--- src/rtl/servo_ramp_sequencer_if.sv ---
// Target-write and downstream servo-load signals for servo_ramp_sequencer.
// The host side drives writes; the sequencer drives the latch/address/dutycycle bus.
interface servo_ramp_sequencer_if #(
    parameter int unsigned nbits = 2
);
    logic             wr_en;
    logic [nbits-1:0] wr_addr;
    logic [7:0]       wr_data;
    logic [nbits-1:0] address;
    logic             latch;
    logic [7:0]       dutycycle;
    logic             frame_done;
    logic             overrun;

    modport master (
        output wr_en, wr_addr, wr_data,
        input  address, latch, dutycycle, frame_done, overrun
    );

    modport slave (
        input  wr_en, wr_addr, wr_data,
        output address, latch, dutycycle, frame_done, overrun
    );
endinterface

--- src/rtl/servo_ramp_sequencer.sv ---
// Periodically walks every servo channel, moving current position toward its
// target by at most `step` per update, and emits each position as a one-cycle load.
module servo_ramp_sequencer #(
    parameter int unsigned n_channels    = 4,
    parameter int unsigned nbits         = (n_channels > 1) ? $clog2(n_channels) : 1,
    parameter int unsigned clk_frequency = 50000000,
    parameter int unsigned update_hz     = 50,
    parameter int unsigned step          = 1
) (
    input  logic                 clk,
    input  logic                 reset,
    servo_ramp_sequencer_if.slave bus
);
    localparam int unsigned TICK_DIV = clk_frequency / update_hz;
    localparam int unsigned CNT_W    = (TICK_DIV > 1) ? $clog2(TICK_DIV) : 1;
    localparam logic [CNT_W-1:0] CNT_LAST = CNT_W'(TICK_DIV - 1);
    localparam logic [nbits-1:0] CH_LAST  = nbits'(n_channels - 1);
    localparam logic [7:0]       STEP     = 8'(step);

    typedef enum logic [1:0] {IDLE, CALC, EMIT} state_e;

    state_e           state_q, state_d;
    logic [CNT_W-1:0] cnt_q, cnt_d;
    logic [nbits-1:0] ch_q, ch_d;
    logic [7:0]       target_q  [n_channels];
    logic [7:0]       target_d  [n_channels];
    logic [7:0]       current_q [n_channels];
    logic [7:0]       current_d [n_channels];
    logic [nbits-1:0] address_q, address_d;
    logic [7:0]       duty_q, duty_d;
    logic             latch_q, latch_d;
    logic             frame_done_q, frame_done_d;
    logic             overrun_q, overrun_d;

    logic             tick;
    logic [7:0]       cur_sel;
    logic [7:0]       tgt_sel;
    logic [7:0]       next_pos;

    // Next-state, ramp arithmetic and registered-output values.
    always_comb begin
        state_d      = state_q;
        ch_d         = ch_q;
        target_d     = target_q;
        current_d    = current_q;
        address_d    = address_q;
        duty_d       = duty_q;
        latch_d      = 1'b0;
        frame_done_d = 1'b0;
        overrun_d    = overrun_q;
        cur_sel      = 8'd0;
        tgt_sel      = 8'd0;
        next_pos     = 8'd0;

        tick  = (cnt_q == CNT_LAST);
        cnt_d = tick ? '0 : cnt_q + CNT_W'(1);

        // Loop compares keep out-of-range addresses from aliasing onto a real channel.
        for (int unsigned i = 0; i < n_channels; i++) begin
            if (bus.wr_en && (bus.wr_addr == nbits'(i))) begin
                target_d[i] = bus.wr_data;
            end
            if (ch_q == nbits'(i)) begin
                cur_sel = current_q[i];
                tgt_sel = target_q[i];
            end
        end

        if (tgt_sel > cur_sel) begin
            next_pos = ((tgt_sel - cur_sel) > STEP) ? cur_sel + STEP : tgt_sel;
        end else if (tgt_sel < cur_sel) begin
            next_pos = ((cur_sel - tgt_sel) > STEP) ? cur_sel - STEP : tgt_sel;
        end else begin
            next_pos = cur_sel;
        end

        if (tick && (state_q != IDLE)) begin
            overrun_d = 1'b1;
        end

        case (state_q)
            IDLE: begin
                if (tick) begin
                    ch_d    = '0;
                    state_d = CALC;
                end
            end
            CALC: begin
                for (int unsigned i = 0; i < n_channels; i++) begin
                    if (ch_q == nbits'(i)) begin
                        current_d[i] = next_pos;
                    end
                end
                latch_d   = 1'b1;
                address_d = ch_q;
                duty_d    = next_pos;
                state_d   = EMIT;
            end
            EMIT: begin
                if (ch_q != CH_LAST) begin
                    ch_d    = ch_q + nbits'(1);
                    state_d = CALC;
                end else begin
                    frame_done_d = 1'b1;
                    state_d      = IDLE;
                end
            end
            default: state_d = IDLE;
        endcase
    end

    always_ff @(posedge clk) begin
        if (reset) begin
            state_q      <= IDLE;
            cnt_q        <= '0;
            ch_q         <= '0;
            target_q     <= '{default: 8'd0};
            current_q    <= '{default: 8'd0};
            address_q    <= '0;
            duty_q       <= 8'd0;
            latch_q      <= 1'b0;
            frame_done_q <= 1'b0;
            overrun_q    <= 1'b0;
        end else begin
            state_q      <= state_d;
            cnt_q        <= cnt_d;
            ch_q         <= ch_d;
            target_q     <= target_d;
            current_q    <= current_d;
            address_q    <= address_d;
            duty_q       <= duty_d;
            latch_q      <= latch_d;
            frame_done_q <= frame_done_d;
            overrun_q    <= overrun_d;
        end
    end

    assign bus.address    = address_q;
    assign bus.dutycycle  = duty_q;
    assign bus.latch      = latch_q;
    assign bus.frame_done = frame_done_q;
    assign bus.overrun    = overrun_q;
endmodule

--- src/flat_wrapper.sv ---
// flat-port wrapper written by rule: the top's interface ports become plain ports
module servo_ramp_sequencer_flat 
#(
    parameter int unsigned n_channels    = 4,
    parameter int unsigned nbits         = (n_channels > 1) ? $clog2(n_channels) : 1,
    parameter int unsigned clk_frequency = 50000000,
    parameter int unsigned update_hz     = 50,
    parameter int unsigned step          = 1
)
  (clk, reset, bus_wr_en, bus_wr_addr, bus_wr_data, bus_address, bus_latch, bus_dutycycle, bus_frame_done, bus_overrun);
  servo_ramp_sequencer_if #(.nbits(nbits)) bus_i ();
  input  logic clk;
  input  logic reset;
  input wire logic [$bits(bus_i.wr_en)-1:0] bus_wr_en;
  input wire logic [$bits(bus_i.wr_addr)-1:0] bus_wr_addr;
  input wire logic [$bits(bus_i.wr_data)-1:0] bus_wr_data;
  output wire logic [$bits(bus_i.address)-1:0] bus_address;
  output wire logic [$bits(bus_i.latch)-1:0] bus_latch;
  output wire logic [$bits(bus_i.dutycycle)-1:0] bus_dutycycle;
  output wire logic [$bits(bus_i.frame_done)-1:0] bus_frame_done;
  output wire logic [$bits(bus_i.overrun)-1:0] bus_overrun;
  assign bus_i.wr_en = bus_wr_en;
  assign bus_i.wr_addr = bus_wr_addr;
  assign bus_i.wr_data = bus_wr_data;
  assign bus_address = bus_i.address;
  assign bus_latch = bus_i.latch;
  assign bus_dutycycle = bus_i.dutycycle;
  assign bus_frame_done = bus_i.frame_done;
  assign bus_overrun = bus_i.overrun;
  servo_ramp_sequencer #(.n_channels(n_channels), .nbits(nbits), .clk_frequency(clk_frequency), .update_hz(update_hz), .step(step)) u_core (.clk(clk), .reset(reset), .bus(bus_i));
endmodule
--- config.mk ---
export PLATFORM = sky130hd
export DESIGN_NAME = servo_ramp_sequencer_flat
export DESIGN_NICKNAME = d
export VERILOG_FILES = /design/src/rtl/servo_ramp_sequencer_if.sv /design/src/rtl/servo_ramp_sequencer.sv /design/src/flat_wrapper.sv
export SDC_FILE = /design/constraint.sdc
export NUM_CORES = 1
export LEC_CHECK = 0
export ABC_AREA = 1
export CAP_MARGIN = 10
export CELL_PAD_IN_SITES_DETAIL_PLACEMENT = 0
export CELL_PAD_IN_SITES_GLOBAL_PLACEMENT = 1
export CORE_MARGIN = 4
export CORE_UTILIZATION = 45
export CTS_CLUSTER_SIZE = 20
export DETAILED_ROUTE_END_ITERATION = 10
export MAX_ROUTING_LAYER = met4
export PLACE_DENSITY = 0.93
export RECOVER_POWER = 50
export SLEW_MARGIN = 20
export SYNTH_ARGS = -nofsm -noshare
export SYNTH_HDL_FRONTEND = slang
export SYNTH_SLANG_ARGS = --single-unit
--- constraint.sdc ---
create_clock -name clk -period 4.3 [get_ports clk]
set_clock_uncertainty 0.2 [all_clocks]
set_input_delay 0.86 -clock clk [delete_from_list [all_inputs] [get_ports clk]]
set_output_delay 0.86 -clock clk [all_outputs]
set_load 0.01 [all_outputs]
==> results of run 1 <==
cell usage in the layout, fill, tap and decap left out, types with 3 or more instances in the layout:
cell type	netlist	routed
o211ai_1	5	5
nand3_1	73	73
or2_2	4	4
nand2_4	9	9
a21oi_2	5	5
nand2_1	130	130
nor3_1	5	5
xor2_1	10	10
nor3b_1	6	6
o21a_1	7	7
buf_4	3	15
inv_2	5	6
xnor2_1	4	4
nand2_2	17	17
inv_1	99	97
nor2_1	139	139
nand3_2	14	14
o21ai_0	63	63
nor4_1	4	4
dfxtp_1	101	101
a22oi_1	9	8
a21oi_1	59	59
nor2_2	6	6
ha_1	20	19
nor2_4	4	4
o21ai_1	4	4
clkdlybuf4s50_1	0	11
a21oi_4	7	7
clkbuf_16	0	9
nand4_1	5	5
dlygate4sd3_1	0	14
nor3_2	3	3
worst paths after layout:
check | slack (ns) | cells past startpoint | to | from
worst max-delay path | 0.29 | 21 | u_core.bus.dutycycle[2] | u_core.ch_q[1]
worst max register to register | 0.29 | 21 | u_core.bus.dutycycle[2] | u_core.ch_q[1]
worst min-delay path | 0.25 | 2 | u_core.target_q[6] | u_core.target_q[6]
worst min register to register | 0.25 | 2 | u_core.target_q[6] | u_core.target_q[6]
power by group:
part           internal (µW)  total (µW)  switching (µW)
registers                953         963            9.88
clock network            543         895             353
logic                    138         440             302
flip-flops by register name, indices dropped and copies added, names as in the netlist:
name	flops
u_core.bus.frame_done	1
u_core.current_q	32
u_core.bus.overrun	1
u_core.state_q	2
u_core.bus.latch	1
u_core.bus.address	2
u_core.target_q	32
u_core.ch_q	2
u_core.bus.dutycycle	8
u_core.cnt_q	20
per-stage QoR:
| stage | instances | total power (µW) |
|---|---|---|
| 4_1_cts | 1068 | 2310 |
| 3_5_place_dp | 1052 | 1420 |
| 5_1_grt | 1068 | 2400 |
| 3_3_place_gp | 1052 | 1420 |
| 2_1_floorplan | 864 | 1310 |
| 6_report | 1068 | 2300 |
cell type report:
class,count,share of cell area
flip-flops and latches,101,0.296
well taps,176,0.0322
clock inverters,5,0.0119
clock buffers,11,0.0369
inverters,105,0.0582
repair buffers,42,0.0543
multi-input cells,628,0.511
kinds of logic (layout without fill, tap and decap cells):
logic type               count (synthesis)  after routing  share of synthesized area
adder cells (fa/ha/maj)                 22             22                     0.0478
XOR/XNOR                                15             15                     0.0229
buffers and inverters                  135            163                     0.0918
flip-flops                             101            101                      0.333
AND/OR/NAND/NOR                        423            423                      0.336
AO/OA/AOI/OAI                          168            168                      0.168
layer usage:
layer | vias to the layer above | routed length (µm) | GRT usage | share of wire
met5 | - | 0 | - | 0
met4 | 0 | 363 | 0.0671 | 0.024
met3 | 24 | 921 | 0.0368 | 0.060
met2 | 156 | 6770 | 0.327 | 0.44
met1 | 2452 | 7260 | 0.291 | 0.47
li1 | 2856 | - | - | -
worst max-delay path, delay by kind of cell (launching register included):
family                   cells  cell delay [ns]
buffers and inverters        5             0.56
adder cells (fa/ha/maj)      3             0.86
AND/OR/NAND/NOR             10             1.40
flip-flops                   1             0.38
AO/OA/AOI/OAI                3             0.53
==> flow_metrics.env, run 1 <==
export IMPL_status="complete, no violations"
export IMPL_crit_path_start_kind="register"
export IMPL_io_buffer_count=25
export IMPL_synthArstFlopShare=0
export IMPL_seq_area_mm2=0.00202
export IMPL_cts_buffers=9
export IMPL_start_util=0.458
export IMPL_synth_most_common_cell="nor2_1"
export IMPL_yosysSeqAreaShare=0.333
export IMPL_tightest_slew_ns=1.44
export IMPL_syn_cell_area_mm2=0.00607
export IMPL_wl_per_cell_um=14.3
export IMPL_path_cells="inv_1 -> ha_1 -> buf_4 -> a21oi_1 -> nand2_1 -> a22oi_1 -> inv_2 -> ha_1 -> inv_1 -> fa_1 -> or2_2 -> nor2_2 -> nand3_2 -> nor2_4 -> nand2_4 -> nand2_1 -> o21ai_2 -> nand2_2 -> nand3_1 -> nand2_1 -> inv_1"
export IMPL_synth_edf_count=0
export IMPL_postCtsHoldBufs=0
export IMPL_fill_cells=1368
export IMPL_cts_root_buf="clkbuf_16"
export IMPL_overflow=0
export IMPL_design_area_mm2=0.00684
export IMPL_multi_input_area_mm2=0.00350
export IMPL_crit_required_ns=4.35
export IMPL_routabilityCongestion=0.917
export IMPL_post_route_period_util=0.931
export IMPL_dpl_cell_area_mm2=0.00650
export IMPL_die_w_um=124
export IMPL_drive_above_1_share=0.131
export IMPL_cts_tree="done"
export IMPL_num_vias=5488
export IMPL_cpPeakStageDelay_ns=0.40
export IMPL_die_height_um=124
export IMPL_ys_types=46
export IMPL_synth_ff_type="dfxtp_1"
export IMPL_cp_max_fo=11
export IMPL_post_cts_setup_buffer_count=0
export IMPL_synth_cells=864
export IMPL_final_antenna_net_count=0
export IMPL_fmax_ghz=0.250
export IMPL_yosysTopAreaCell="dfxtp_1"
export IMPL_drt_iter0_markers=445
export IMPL_cts_sinks=101
export IMPL_drtPass1Iterations=5
export IMPL_synthesis_nets=899
export IMPL_max_cap_violations=0
export IMPL_pre_cts_slack_ns=0.268
export IMPL_route_detailed_drc=0
export IMPL_slew_headroom=0.0415
export IMPL_fp_coreArea_mm2=0.0132
export IMPL_ys_warn_count=0
export IMPL_ys_ff_latch=101
export IMPL_routed_wirelength_mm=15.3
export IMPL_h_tree_depth=3
export IMPL_hold_viol_final=0
export IMPL_placementRows=42
export IMPL_clk_pin_slew_worst_paths_ns=0.07
export IMPL_crit_path_end_kind="register"
export IMPL_min_path_type="register to register"
export IMPL_grt_pass1_vias=5119
export IMPL_rsz0062_at_grt="no"
export IMPL_place_hpwl_mm=11.4
export IMPL_clockBufferDepth=2
export IMPL_grt_first_pass_wirelength_mm=25.2
export IMPL_syn_area_per_cell_um2=7.02
export IMPL_p_leak_uw=0.00310
export IMPL_die_area_mm2=0.0154
export IMPL_vdd_ir_drop_worst_mv=0.263
export IMPL_area_delta_synth_final_pct=12.8
export IMPL_drv_slew=0
export IMPL_setup_ws_ns=0.295
export IMPL_synth_top_area_frac=0.333
export IMPL_synth_area_leaders="dfxtp_1 33%, nor2_1 8.6%, nand2_1 8.0%"
export IMPL_fin_crit_ns=4.01
export IMPL_avgViaCountPerCell=5.14
export IMPL_grt_max_degree=41
export IMPL_antenna_found_initial=0
export IMPL_fin_hold_ws_ns=0.252
export IMPL_ios=26
export IMPL_fin_nets=922
export IMPL_num_antenna_cells=0
export IMPL_setup_worst_path_class="register to register"
export IMPL_ctsResizeCount=0
export IMPL_synth_commonest_cells="139 x nor2_1, 130 x nand2_1, 101 x dfxtp_1, 99 x inv_1, 73 x nand3_1"
export IMPL_grt_usage=0.214
export IMPL_clk_latency_ns=0.34
export IMPL_power_density_mw_per_mm2=336
export IMPL_tns_ns=0
export IMPL_setup_viol_count_final=0
export IMPL_cpMaxStageDelayCell="fa_1"
export IMPL_fin_util=0.517
export IMPL_cp_arrival_ns=4.05
Power figures use the tool's default switching activity.
==> run 2: changes to the inputs <==
--- a/config.mk
+++ b/config.mk
@@ -13,6 +13,7 @@
 export CORE_UTILIZATION = 45
 export CTS_CLUSTER_SIZE = 20
 export DETAILED_ROUTE_END_ITERATION = 10
+export GPL_TIMING_DRIVEN = 0
 export MAX_ROUTING_LAYER = met4
 export PLACE_DENSITY = 0.93
 export RECOVER_POWER = 50
==> run 2 against run 1 <==
Non-clock buffer count is 22 higher. Clock power shrank 3.7%. Final area grew 2.7%. Register-to-register slack worse by 0.08 ns. Hold slack got worse by 0.0038 ns.
==> flow_metrics.env, run 2 (same netlist as run 1, synthesis figures left out) <==
export IMPL_final_antenna_net_count=0
export IMPL_cpPeakStageDelay_ns=0.41
export IMPL_setup_viol_count_final=0
export IMPL_slew_headroom=0.513
export IMPL_drive_above_1_share=0.153
export IMPL_drtPass1Iterations=5
export IMPL_cts_buffers=9
export IMPL_cts_sinks=101
export IMPL_min_path_type="register to register"
export IMPL_final_common_cell="nor2_1"
export IMPL_fill_cells=1355
export IMPL_h_tree_depth=3
export IMPL_fin_hold_ws_ns=0.248
export IMPL_final_cell_mix="138 x nor2_1, 129 x nand2_1, 100 x dfxtp_1"
export IMPL_placementRows=42
export IMPL_avgViaCountPerCell=5.20
export IMPL_status="complete, no violations"
export IMPL_place_hpwl_mm=11.9
export IMPL_max_cap_violations=0
export IMPL_cts_root_buf="clkbuf_16"
export IMPL_grt_pass1_vias=5203
export IMPL_pwr_share_comb=0.204
export IMPL_start_util=0.458
export IMPL_cpMostUsedCell="inv_1"
export IMPL_num_antenna_cells=0
export IMPL_fin_nets=944
export IMPL_cp_arrival_ns=4.14
export IMPL_drt_iter0_markers=436
export IMPL_top_regs="u_core.current_q x32, u_core.target_q x32, u_core.cnt_q x20"
export IMPL_grt_first_pass_wirelength_mm=26.4
export IMPL_grt_usage=0.225
export IMPL_antenna_found_initial=0
export IMPL_fin_crit_ns=4.08
export IMPL_wl_per_cell_um=14.6
export IMPL_tns_ns=0
export IMPL_crit_path_end_kind="register"
export IMPL_cts_tree="done"
export IMPL_die_height_um=124
export IMPL_clk_latency_ns=0.36
export IMPL_crit_required_ns=4.36
export IMPL_cpMaxStageDelayCell="fa_1"
export IMPL_fp_coreArea_mm2=0.0132
export IMPL_swShare=0.304
export IMPL_power_density_mw_per_mm2=326
export IMPL_clockBufferDepth=2
export IMPL_routabilityCongestion=0.957
export IMPL_die_w_um=124
export IMPL_area_delta_synth_final_pct=15.8
export IMPL_p_int_uw=1600
export IMPL_fmax_ghz=0.245
export IMPL_ios=26
export IMPL_io_buffer_count=25
export IMPL_vdd_ir_drop_worst_mv=0.323
export IMPL_routed_wirelength_mm=15.9
export IMPL_cp_max_fo=10
export IMPL_route_detailed_drc=0
export IMPL_drv_slew=0
export IMPL_path_cells="inv_1 -> ha_2 -> buf_4 -> buf_4 -> a21oi_1 -> a22oi_2 -> inv_1 -> ha_1 -> inv_1 -> fa_1 -> or2_2 -> nor2_2 -> nand3_2 -> nor2_4 -> buf_4 -> nand3_1 -> nand3_2 -> nand3_1 -> nand2_1 -> inv_1"
export IMPL_die_area_mm2=0.0154
export IMPL_p_leak_uw=0.00317
export IMPL_power_frac_seq=0.420
export IMPL_setup_worst_path_class="register to register"
export IMPL_clk_pin_slew_worst_paths_ns=0.07
export IMPL_post_route_period_util=0.949
export IMPL_power_frac_clock=0.376
export IMPL_netSwitchingPower_uw=697
export IMPL_crit_path_start_kind="register"
export IMPL_timing_reg2reg_setup_slack_ns=0.22
export IMPL_grt_max_degree=18
export IMPL_num_vias=5670
export IMPL_tightest_slew_ns=0.728
export IMPL_hold_viol_final=0
export IMPL_overflow=0
==> run 2: routing by layer <==
layer  part of all wire  up-vias  GRT usage  wire, µm
met5                  0        -          -         0
met4              0.015        0     0.0616       231
met3              0.056       16     0.0450       897
met2               0.45      167      0.345      7190
met1               0.48     2594      0.305      7570
li1                   -     2893          -         -
==> run 2: final cells by class <==
class                   instances  area (µm²)  area share
plain buffers                  29         183      0.0260
clock buffers                  11         253      0.0360
clock inverters                 5        66.3     0.00944
inverters                     105         395      0.0563
multi-input cells             628        3560       0.507
flip-flops and latches        101        2020       0.288
well taps                     176         220      0.0313
repair buffers                 35         325      0.0463
==> run 2: final timing paths <==
kind                                         start                       to  cells after the start
worst max-delay path                u_core.ch_q[0]  u_core.bus.dutycycle[6]                     20
worst min-delay path            u_core.target_q[2]       u_core.target_q[2]                      2
worst max register to register      u_core.ch_q[0]  u_core.bus.dutycycle[6]                     20
worst min register to register  u_core.target_q[2]       u_core.target_q[2]                      2
==> run 2: what timing repair did <==
| action | in CTS | in global routing |
|---|---|---|
| endpoints found under the setup margin | 40 | 40 |
| cloned | 0 | 0 |
| pin swaps | 2 | 5 |
| hold buffers | 0 | 0 |
| resized for setup | 9 | 27 |
| setup buffers | 2 | 8 |
==> run 2: critical path: cells and delay by family (launching register included) <==
kind / cells / cell delay (ns)
AOI/OAI and AO/OA: 2 / 0.35
DFF: 1 / 0.36
buffers and inverters: 7 / 1.00
adders and majority gates: 3 / 0.84
and+or+nand+nor: 8 / 1.24
==> run 2: power by group through the flow <==
stage / registers, µW / logic (µW) / clock network [µW]
after detailed placement: 983 / 441 / 0
final: 962 / 468 / 862
after floorplan: 981 / 328 / 0
after global placement: 983 / 441 / 0
after CTS: 961 / 448 / 885
after global routing: 963 / 515 / 923
==> run 2: per-stage QoR <==
step | setup slack, ns | total power, µW | cells | instance area, µm² | util
after floorplan | 0.535 | 1310 | 864 | 6070 | -
after global placement | -0.424 | 1420 | 1065 | 6540 | 0.494
after detailed placement | -0.479 | 1420 | 1065 | 6540 | 0.494
after CTS | 0.0253 | 2290 | 1082 | 6900 | 0.521
after global routing | -0.0284 | 2400 | 1090 | 7030 | 0.531
final | 0.218 | 2290 | 1090 | 7030 | 0.531
==> edit 1, RTL diff (flow settings as in run 1) <==
Encoding of `state_e`: now one-hot (3 bits for 3 states).
--- a/src/rtl/servo_ramp_sequencer.sv
+++ b/src/rtl/servo_ramp_sequencer.sv
@@ -19,3 +19,3 @@
 
-    typedef enum logic [1:0] {IDLE, CALC, EMIT} state_e;
+    typedef enum logic [2:0] {IDLE = 3'b001, CALC = 3'b010, EMIT = 3'b100} state_e;
 
Formal check against the unedited RTL: same outputs for any inputs over 10 cycles, from zero or initial values and one cycle with reset high; not proved beyond that.
==> edit 1 against run 1 <==
Cell area decreased by 0.46%. Worst setup slack better by 0.042 ns. Synthesized area shrank 2.1%. First-iteration DRC count up 3.4%. Fmax rose by 1.1%. Count of clock-buffer cells in the layout shrank 1. Routed wire length grew 1.7%. Sequential cell count rose by 1. Hold slack improved by 0.00055 ns.
Power is not compared: it rests on default switching activity, and its combinational part moved more than twofold at a synthesized area within 25%.
==> edit 1: results (changes against run 1) <==
Drt
  – Initial DRC count: 460 (+3.4%)
  – TritonRoute pass-1 iters: 5 (unchanged)
  – Routed vias: 5558 (+1.3%)
  – Final WL: 15.6 mm (+1.7%)

Critical path
  – Crit-path slowest cell: dfxtp_1
  – RR Startpoint: u_core.ch_q[0]$_SDFFE_PP0P_
  – FF-to-FF setup slack: 0.34 ns (+0.04 ns)
  – CP max FO: 12 (+1)
  – Critical Path AT: 4.03 ns (-0.02 ns)
  – Delay of the slowest cell on the worst path: 0.36 ns (-0.04 ns)
  – R2R cell count: 20 (-4.8%)
  – CP Launch Point: u_core.ch_q[0]$_SDFFE_PP0P_

Synthesis
  – XOR/XNOR Fraction of Synth Area: 2.36% (+0.071 points)
  – Adder-cell share of the synthesized area: 4.89% (+0.10 points)
  – Post-synth ARST share: 0% (unchanged)
  – Syn_nets: 886 (-1.4%)
  – Top post-synthesis cells by area: dfxtp_1, nor2_1, nand2_1
  – Distinct cells, synth: 47 (+2.2%)
  – Post-synthesis compound-gate area fraction: 16.4% (-0.49 points)
  – Commonest cells post-synth: nor2_1, nand2_1, dfxtp_1, inv_1, o21ai_0
  – Post-synthesis sequential area ratio: 34.4% (+1.1 points)

Placement
  – Buffers on Ports: 25 (unchanged)
  – Final GP Congestion: 0.893 (-2.6%)
  – HPWL after DPL: 11.3 mm (-0.51%)

Layout
  – Filler instances: 1291 (-5.6%)
  – Biggest regs: u_core.current_q x32, u_core.target_q x32, u_core.cnt_q x20
  – Layout cells sized above 1: 12.6% (-0.55 points)
  – Nets: 921 (-0.11%)
  – Multi-input logic area: 3430 um2 (-1.9%)
  – Antenna Cells: 0 (unchanged)

STA
  – Hold Slack: 0.252 ns (+0.000547 ns)
  – Max_slew headroom: 52.0% (+48 points)
  – Final Max Slew Viols: 0 (unchanged)
  – Final hold viol count: 0 (unchanged)

Run status
  – Outcome: complete, no violations

Global routing
  – Number of global-route vias before repair: 5124 (+0.098%)
  – Met3 usage: 3.46% (-0.22 points)
  – Global Route Usage Sum: 22.3% (+0.90 points)
  – Global-route wire length before repair: 25.9 mm (+2.9%)
  – Met1 Usage GRT: 31.9% (+2.8 points)
  – Global routing usage on met2: 32.8% (+0.13 points)
  – Largest net degree at the start of global routing: 72 (+76%)

Clock tree
  – Clock slew at the register clock pins of the worst setup and hold paths: 0.07 ns (about the same)
  – Worst-Skew Late Latency: 0.36 ns (+0.02 ns)
  – CTS root buf: clkbuf_16
  – # resized after CTS: 0 (unchanged)

Hold path
  – Hold Crit Depth: 1 (-1)
  – Endpoint, Worst Hold: u_core.cnt_q[0]$_SDFF_PP0_
  – Min-delay src: u_core.cnt_q[0]$_SDFF_PP0_
  – Worst hold path class: reg -> reg

Pwr
  – Seq pwr: 0.979 mW
-- edit 1: changes by cell type in the layout (fill, tap and decap cells not counted), moves of 5 or more --
cell            run 1  this run
nor2_1            139       170
nor3_1              5        11
a21oi_4             7         2
nand2_4             9         3
o21ai_0            63        73
buf_4              15        21
inv_1              97        84
nand2_1           130       111
a21oi_1            59        53
-- edit 1: worst reg2reg max path: stages (launching register included) --
cell      delay, ns
dfxtp_1        0.36
inv_1          0.11
ha_1           0.26
buf_4          0.21
a21oi_1        0.14
nand2_1        0.08
a22oi_1        0.24
inv_1          0.11
ha_1           0.35
a21oi_1        0.16
o21bai_1       0.11
xor2_1         0.16
or2_2          0.28
nor2_1         0.13
nand3_2        0.14
nor2_4         0.25
nand3_1        0.16
nand3_2        0.18
nand3_1        0.11
nand2_1        0.09
inv_1          0.03
-- edit 1: layout make-up --
type                    instances  share of cell area, %
clock buffers                  10                   3.51
clock inverters                 6                   1.34
inverters                      91                   5.05
multi-input cells             634                   50.4
flip-flops and latches        102                   30.0
well taps                     172                   3.16
repair buffers                 48                   6.58
-- edit 1: metrics by stage --
step / util [%] / power [mW] / worst slack (ns) / area, um2 / std cells
floorplan: - / 2.70 / 0.500 / 5940 / 851
global placement: 50.6 / 3.23 / 0.249 / 6460 / 1046
detailed placement: 50.6 / 3.23 / 0.247 / 6460 / 1046
CTS: 53.2 / 4.13 / 0.229 / 6790 / 1062
global route: 53.3 / 4.47 / 0.00527 / 6810 / 1063
finish: 53.3 / 4.18 / 0.337 / 6810 / 1063
-- edit 1: cell families after synthesis --
kind of cell | after synthesis
flops | 102
buf+inv | 116
simple gates | 429
xor+xnor | 16
fa+ha+maj | 22
compound gates | 166
-- edit 1: layer usage --
metal  vias up  routed length, um
met4         0                264
met5         -                  0
met1      2543               7610
met2       141               7060
met3        19                631
li1       2855                  -
==> edit 2, RTL diff (config.mk and constraints of run 1) <==
Made on the original files. `update_hz` is set to 50 in 2 places; all go to 25.
--- a/src/rtl/servo_ramp_sequencer.sv
+++ b/src/rtl/servo_ramp_sequencer.sv
@@ -6,3 +6,3 @@
     parameter int unsigned clk_frequency = 50000000,
-    parameter int unsigned update_hz     = 50,
+    parameter int unsigned update_hz     = 25,
     parameter int unsigned step          = 1
--- a/src/flat_wrapper.sv
+++ b/src/flat_wrapper.sv
@@ -6,3 +6,3 @@
     parameter int unsigned clk_frequency = 50000000,
-    parameter int unsigned update_hz     = 50,
+    parameter int unsigned update_hz     = 25,
     parameter int unsigned step          = 1
Formal check against the unedited RTL: same outputs for any inputs over 10 cycles, from zero or initial values and one cycle with reset high; that may be too few to reach the edited logic, so the function may still have changed.
==> edit 2 against run 1 <==
Cell area down 2.5%. Total power is 5.5% lower. Critical path depth decreased by 3. Routed wire length increased by 1.9%. Sequential share of layout area up 1.1 points. Fmax grew 1.2%. Sequential cell count is 1 higher. Non-clock buffer count increased by 1. Worst setup slack better by 0.048 ns. Synthesized area decreased by 3.2%.
==> edit 2: results (changes against run 1) <==
Placement
  – Final GP Congestion: 0.894 (-2.5%)
  – Placed insts: 1041 (-1.0%)
  – Worst slack at placement: 0.223 ns (-0.0444 ns)
  – Placed cell area: 6340 um2 (-2.5%)
  – HPWL after DPL: 11.3 mm (-0.26%)

Layout
  – Nets: 917 (-0.54%)
  – Layout cells sized above 1: 9.82% (-3.3 points)
  – Biggest regs: u_core.current_q x32, u_core.target_q x32, u_core.cnt_q x21

STA
  – Actual slew at the worst max-slew pin: 1.44 ns (+0.00189 ns)
  – FMAX: 0.253 GHz (+1.2%)
  – Hold Slack: 0.251 ns (-0.000384 ns)
  – Final hold viol count: 0 (unchanged)

Global routing
  – Global routing usage on met2: 32.5% (-0.17 points)
  – Met3 usage: 2.72% (-0.96 points)
  – Largest net degree at the start of global routing: 48 (+17%)
  – Global Route Usage Sum: 22.0% (+0.54 points)
  – Met1 Usage GRT: 32.0% (+3.0 points)
  – Number of global-route vias before repair: 4965 (-3.0%)
  – Global-route wire length before repair: 25.4 mm (+0.77%)

Clock tree
  – H-tree levels: 3 (unchanged)
  – CTS Buffer Depth: 2 (unchanged)
  – Setup bufs post-CTS: 0 (unchanged)

Drt
  – Met2 WL: 6.83 mm (+0.80%)
  – Final WL: 15.6 mm (+1.9%)
  – Vias per std cell: 5.21 (+1.4%)
  – Routed met1 length: 7.71 mm (+6.2%)
  – WL per Instance: 14.8 um (+2.9%)
  – Met3 routed WL: 882 um (-4.2%)
  – Initial DRC count: 474 (+6.5%)

Synthesis
  – Distinct cells, synth: 45 (-2.2%)
  – Top post-synthesis cells by area: dfxtp_1, nor2_1, nand2_1
  – Syn_nets: 887 (-1.3%)
  – Mux share of post-synthesis cell area: 0% (unchanged)
  – Post-synthesis compound-gate area fraction: 16.6% (-0.20 points)
  – Post-synthesis sequential area ratio: 34.8% (+1.5 points)
  – Adder-cell share of the synthesized area: 4.94% (+0.16 points)
  – XOR/XNOR Fraction of Synth Area: 2.24% (-0.051 points)
  – Syn Area/Cell: 6.89 um2 (-1.9%)

Pwr
  – Worst vdd ir: 276 uV (+5.0%)
  – Seq pwr: 0.970 mW (+0.7%)
  – Leakage dissipation: 2.99 nW (-3.6%)
  – Switching power: 0.624 mW (-6.1%)
  – Clk. pwr: 0.824 mW (-7.9%)

Critical path
  – Setup crit end: u_core.current_q[5]$_SDFFE_PP0P_
  – RR Startpoint: u_core.ch_q[0]$_SDFFE_PP0P_
  – Delay of the slowest cell on the worst path: 0.45 ns (+0.05 ns)
  – CP max FO: 16 (+5)
  – Crit-path slowest cell: ha_1
  – Critical Path AT: 3.99 ns (-0.06 ns)
  – FF-to-FF setup slack: 0.34 ns (+0.05 ns)
  – R2R cell count: 18 (-14%)

Run status
  – Outcome: complete, no violations

Hold path
  – Endpoint, Worst Hold: u_core.target_q[3]$_SDFFE_PP0P_
[edit 2: cell types whose count changed in the layout (fill, tap and decap cells not counted), moves of 4 or more]
cell     before  now
nor3_1        5   13
xor2_1       10   14
nand2_2      17    8
nor2_1      139  159
nor3b_1       6    2
nand2_1     130  115
nand3_1      73   77
o21ai_0      63   77
a21oi_2       5    1
[edit 2: layout make-up]
type / count / area, um2
clock buffers: 10 / 239
fillers: 1300 / 6050
repair buffers: 43 / 390
well taps: 172 / 215
clock inverters: 5 / 60.1
flip-flops and latches: 102 / 2040
inverters: 101 / 379
multi-input cells: 625 / 3340
[edit 2: kinds of logic (layout without fill, tap and decap cells)]
| logic type | count (synthesis) | in the layout |
|---|---|---|
| AND/OR/NAND/NOR | 417 | 417 |
| AO/OA/AOI/OAI | 171 | 171 |
| buffers and inverters | 125 | 159 |
| flip-flops | 102 | 102 |
| adder cells (fa/ha/maj) | 22 | 22 |
| XOR/XNOR | 15 | 15 |
